--- config.mk ---
export PLATFORM = sky130hd
export DESIGN_NAME = axi_lite_slave
export DESIGN_NICKNAME = d
export VERILOG_FILES = /design/src/rtl/axi_lite_slave.sv
export SDC_FILE = /design/constraint.sdc
export NUM_CORES = 1
export LEC_CHECK = 0
export BUFFER_PORTS_ARGS = -buffer_cell sky130_fd_sc_hd__buf_4
export CELL_PAD_IN_SITES_DETAIL_PLACEMENT = 1
export CELL_PAD_IN_SITES_GLOBAL_PLACEMENT = 2
export CORE_UTILIZATION = 46
export DETAILED_ROUTE_END_ITERATION = 6
export GPL_TIMING_DRIVEN = 0
export PLACE_DENSITY_LB_ADDON = 0.1
export RECOVER_POWER = 25
export SYNTH_ARGS = -nofsm -noshare
export SYNTH_HDL_FRONTEND = slang
export SYNTH_SLANG_ARGS = --single-unit
--- constraint.sdc ---
create_clock -name ACLK -period 26.3 [get_ports ACLK]
set_clock_uncertainty 0.1 [all_clocks]
set_input_delay 5.26 -clock ACLK [delete_from_list [all_inputs] [get_ports ACLK]]
set_output_delay 5.26 -clock ACLK [all_outputs]
set_load 0.01 [all_outputs]
--- src/rtl/axi_lite_slave.sv ---
// AXI4-Lite register-bank slave with independent write and read FSMs.
// Define AXIL_SLVERR_EN to answer out-of-range accesses with SLVERR.
module axi_lite_slave #(
    parameter int ADDR_WIDTH = 32,
    parameter int DATA_WIDTH = 32,
    parameter int NUM_REGS   = 16
) (
    input  logic                    ACLK,
    input  logic                    ARESET,
    input  logic [ADDR_WIDTH-1:0]   AWADDR,
    input  logic                    AWVALID,
    output logic                    AWREADY,
    input  logic [DATA_WIDTH-1:0]   WDATA,
    input  logic [DATA_WIDTH/8-1:0] WSTRB,
    input  logic                    WVALID,
    output logic                    WREADY,
    output logic [1:0]              BRESP,
    output logic                    BVALID,
    input  logic                    BREADY,
    input  logic [ADDR_WIDTH-1:0]   ARADDR,
    input  logic                    ARVALID,
    output logic                    ARREADY,
    output logic [DATA_WIDTH-1:0]   RDATA,
    output logic [1:0]              RRESP,
    output logic                    RVALID,
    input  logic                    RREADY
);
    localparam int IDX_W  = $clog2(NUM_REGS);
    localparam int STRB_W = DATA_WIDTH / 8;
    localparam int LIM_W  = ADDR_WIDTH + 1;
    localparam logic [LIM_W-1:0] LIMIT = LIM_W'(NUM_REGS * 4);
    localparam logic [1:0] RESP_OKAY = 2'b00;
`ifdef AXIL_SLVERR_EN
    localparam logic [1:0] RESP_OOR = 2'b10;
`else
    localparam logic [1:0] RESP_OOR = 2'b00;
`endif

    typedef enum logic {W_IDLE, W_RESP} wstate_e;
    typedef enum logic {R_IDLE, R_DATA} rstate_e;

    wstate_e               wstate_q, wstate_d;
    rstate_e               rstate_q, rstate_d;
    logic                  aw_done_q, aw_done_d;
    logic                  w_done_q, w_done_d;
    logic [ADDR_WIDTH-1:0] awaddr_q, awaddr_d;
    logic [DATA_WIDTH-1:0] wdata_q, wdata_d;
    logic [STRB_W-1:0]     wstrb_q, wstrb_d;
    logic [1:0]            bresp_q, bresp_d;
    logic [DATA_WIDTH-1:0] rdata_q, rdata_d;
    logic [1:0]            rresp_q, rresp_d;
    logic [DATA_WIDTH-1:0] regs_q [NUM_REGS];
    logic [DATA_WIDTH-1:0] regs_d [NUM_REGS];

    logic                  aw_hs, w_hs, ar_hs;
    logic [ADDR_WIDTH-1:0] wr_addr;
    logic [DATA_WIDTH-1:0] wr_data;
    logic [STRB_W-1:0]     wr_strb;
    logic                  wr_in, ar_in;
    logic [IDX_W-1:0]      wr_idx, ar_idx;

    assign AWREADY = !ARESET && (wstate_q == W_IDLE) && !aw_done_q;
    assign WREADY  = !ARESET && (wstate_q == W_IDLE) && !w_done_q;
    assign ARREADY = !ARESET && (rstate_q == R_IDLE);
    assign BVALID  = (wstate_q == W_RESP);
    assign RVALID  = (rstate_q == R_DATA);
    assign BRESP   = bresp_q;
    assign RDATA   = rdata_q;
    assign RRESP   = rresp_q;

    assign aw_hs = AWVALID && AWREADY;
    assign w_hs  = WVALID && WREADY;
    assign ar_hs = ARVALID && ARREADY;

    // The second of AW/W to arrive is taken straight from the bus
    assign wr_addr = aw_done_q ? awaddr_q : AWADDR;
    assign wr_data = w_done_q ? wdata_q : WDATA;
    assign wr_strb = w_done_q ? wstrb_q : WSTRB;
    assign wr_in   = {1'b0, wr_addr} < LIMIT;
    assign wr_idx  = wr_addr[IDX_W+1:2];
    assign ar_in   = {1'b0, ARADDR} < LIMIT;
    assign ar_idx  = ARADDR[IDX_W+1:2];

    always_comb begin
        wstate_d  = wstate_q;
        aw_done_d = aw_done_q;
        w_done_d  = w_done_q;
        awaddr_d  = awaddr_q;
        wdata_d   = wdata_q;
        wstrb_d   = wstrb_q;
        bresp_d   = bresp_q;
        regs_d    = regs_q;
        unique case (wstate_q)
            W_IDLE: begin
                if (aw_hs) begin
                    aw_done_d = 1'b1;
                    awaddr_d  = AWADDR;
                end
                if (w_hs) begin
                    w_done_d = 1'b1;
                    wdata_d  = WDATA;
                    wstrb_d  = WSTRB;
                end
                if ((aw_done_q || aw_hs) && (w_done_q || w_hs)) begin
                    if (wr_in) begin
                        for (int b = 0; b < STRB_W; b++) begin
                            if (wr_strb[b]) begin
                                regs_d[wr_idx][8*b +: 8] = wr_data[8*b +: 8];
                            end
                        end
                    end
                    bresp_d   = wr_in ? RESP_OKAY : RESP_OOR;
                    aw_done_d = 1'b0;
                    w_done_d  = 1'b0;
                    wstate_d  = W_RESP;
                end
            end
            W_RESP: begin
                if (BREADY) begin
                    wstate_d = W_IDLE;
                end
            end
        endcase
    end

    always_comb begin
        rstate_d = rstate_q;
        rdata_d  = rdata_q;
        rresp_d  = rresp_q;
        unique case (rstate_q)
            R_IDLE: begin
                if (ar_hs) begin
                    rdata_d  = ar_in ? regs_q[ar_idx] : '0;
                    rresp_d  = ar_in ? RESP_OKAY : RESP_OOR;
                    rstate_d = R_DATA;
                end
            end
            R_DATA: begin
                if (RREADY) begin
                    rstate_d = R_IDLE;
                end
            end
        endcase
    end

    always_ff @(posedge ACLK or posedge ARESET) begin
        if (ARESET) begin
            wstate_q  <= W_IDLE;
            rstate_q  <= R_IDLE;
            aw_done_q <= 1'b0;
            w_done_q  <= 1'b0;
            awaddr_q  <= '0;
            wdata_q   <= '0;
            wstrb_q   <= '0;
            bresp_q   <= RESP_OKAY;
            rdata_q   <= '0;
            rresp_q   <= RESP_OKAY;
            regs_q    <= '{default: '0};
        end else begin
            wstate_q  <= wstate_d;
            rstate_q  <= rstate_d;
            aw_done_q <= aw_done_d;
            w_done_q  <= w_done_d;
            awaddr_q  <= awaddr_d;
            wdata_q   <= wdata_d;
            wstrb_q   <= wstrb_d;
            bresp_q   <= bresp_d;
            rdata_q   <= rdata_d;
            rresp_q   <= rresp_d;
            regs_q    <= regs_d;
        end
    end
endmodule

==> metrics <==
chip height 252.6 um; H-tree Lvls 3; Clock Latency Late Sink 610 ps; Worst EP arrival 12,480 ps; CTS Hold Bufs 0; Yosys cell types 45; Post-synth ARST share 100.0%; first-pass GRT wire length 119,900 um; CTS buffer count 70; clk sinks 614; total track usage 25.18%; unrepaired setup endpoints after global routing no; Fill cells 5,882; most frequent cells after synthesis dfrtp_1, mux2_2, mux4_2; Worst Hold Margin 385.9 ps; GR Overflow Total 0; Finished Cell Area 33,270 um2; post-CTS sizing 0; register area share after synthesis 53.18%; Critical Path Start ARESET; drt total wl 76,400 um; Setup-failing EPs final 0; Die Width 252.6 um; Synth Instances 1,773; ANT nets after route 0; post-CTS setup buffer count 0; fin crit period 13,360 ps; via count 16,740; post-synthesis register bit count 614; status complete, but fails checks; Layout area overhead 15.13%; row count 91; share of the synthesized area in the top cell type 53.18%; Clock transition at path regs 60 ps; most instantiated library cell after synthesis dfrtp_1; CTS tree built; crit-path max FO 109; worst setup margin 12,940 ps; Slew @ Worst Pin 6067 ps; post-synthesis average cell area 16.30 um2; hold path startpoint RDATA[18]; Post-Place Setup Slack 15,100 ps; setup TNS 0 ps; initial core utilization 46.65%; layout cells sized above 1 52.70%; die area 63,820 um2; slowest cell delay on critical path 4300 ps; Yosys top cell by area dfrtp_1; vias in the first global route 18,950; CP max stage cell clkbuf_1; Data required, critical path 25,420 ps; maximum VDD drop 0.05416 mV; Root Driver clkbuf_16; Remaining DRCs 0; HP Class flip-flop to flip-flop; Synth Warn # 0; Clock Path Buffers 3; GPL Wtd Cong 0.8155; largest net degree at the start of global routing 128; I/O Pins 148; max cap viols 2; drt wl/cell 26.57 um; leakage power total 15.24 nW; dpl cell area 31,130 um2; worst reg2reg startpoint w_done_q; Synth Flop Type dfrtp_1; Core Area 61,940 um2; Avg Vias per Cell 5.821; Area contributors post-synth dfrtp_1, mux2_2, mux4_2, o2111ai_4, o22ai_1; synthesized area 28,890 um2; Pre-Repair DR Iteration Count 4; antenna violations before repair 1; crit share post-route 50.81%; Layout Nets 2,097; Detailed Place HPWL 52,490 um; Slew Viols, Final 202; f_max 0.07484 GHz; DRT iter0 DRCs 729; EDFF count, synth 0; worst path bufs/invs 3; PwrDens 72.33 nW/um2; critical path's top delay family buffers and inverters; Fin. Hold Viols 0; critical path's most frequent cell clkbuf_1; Buffers on Ports 137; failing checks capacitance limit, slew limit; CP endpoint kind async pin; relative slew slack -304.5%; final core utilization 53.71%; startpoint types primary input; CP cell instances clkbuf_1, clkinvlp_2, clkbuf_1; WS Path Type primary input to async pin
layout by cell type (no fill, tap or decap), types with 2 or more instances in the layout:
cell type     n
buf_16        4
buf_2        16
nor2b_1       4
a32oi_1       3
inv_1         6
clkbuf_4      2
buf_12        5
nor4_1       13
clkinv_2     10
nor4b_1       2
nand3_1       2
buf_1        10
nand4_1       3
o31ai_1      31
conb_1        4
mux4_2      128
nand2b_1      2
buf_4       115
or4_1         2
nor3_1        5
o2111ai_4    61
nand2_1      41
clkinvlp_4    3
nor4_2        2
o2111ai_2     3
bufinv_16     5
and2_0        2
buf_6        14
o22ai_1      62
o21ai_0       7
clkbuf_8     13
nor2_2       16
dfrtp_1     614
mux2_1       17
inv_6         3
mux2_2      596
nor2_1        9
clkbuf_1    116
clkbuf_16    72
registers in the layout, indices dropped and copies added, names as in the netlist:
register / flops
aw_done_q: 1
wdata_q: 32
RDATA: 32
awaddr_q: 30
BVALID: 1
w_done_q: 1
regs_q: 512
wstrb_q: 4
RVALID: 1
path summary, 6_finish.rpt:
kind | endpoint | slack (ps) | cells after the start
max reg2reg | wdata_q[16] | 23250 | 6
min in group asynchronous | wdata_q[2] | 6110 | 2
max | wdata_q[25] | 12940 | 3
max in group ACLK | ARREADY | 14850 | 3
min | RDATA[18] | 390 | 2
min reg2reg | RDATA[18] | 390 | 2
layout make-up:
type | instances | area [um2] | area share, %
diodes | 1 | 2.502 | 0.007522
plain buffers | 128 | 750.7 | 2.257
clock buffers | 98 | 2029 | 6.101
clock inverters | 22 | 265.3 | 0.7974
inverters | 7 | 27.53 | 0.08275
multi-input cells | 1027 | 12760 | 38.37
flip-flops and latches | 614 | 15360 | 46.19
well taps | 837 | 1047 | 3.148
repair buffers | 142 | 1015 | 3.050
metrics by stage:
stage	std cells	power [mW]
floorplan	1776	1.309
global placement	2750	1.430
detailed placement	2755	1.449
CTS	2875	2.439
global route	2875	2.509
finish	2876	2.406
kinds of logic after synthesis:
family / synth area share (%)
compound gates: 8.280
mux: 33.90
other cells: 0.01298
buf+inv: 2.689
flops: 53.18
simple gates: 1.940
power breakdown:
| part | internal, mW | switching [mW] |
|---|---|---|
| Clock | 0.587 | 0.392 |
| Combinational | 0.135 | 0.261 |
| Sequential | 1.00 | 0.0320 |
| Total | 1.72 | 0.685 |
worst reg2reg max path, cell delays in order (launching register included):
cell	delay, ps
dfrtp_1	420
buf_4	250
nor3_1	270
and2_0	180
clkbuf_1	770
buf_2	520
mux2_2	400
routing by layer:
metal  up-vias  routed length [um]  GRT usage [%]
li1       7256                   -              -
met1      9103               34520          34.55
met2       268               37670          41.70
met3       115                2553          3.852
met4         0                1654          6.805
met5         -                   0              0
Note: power is estimated with default switching activity, not from simulation.
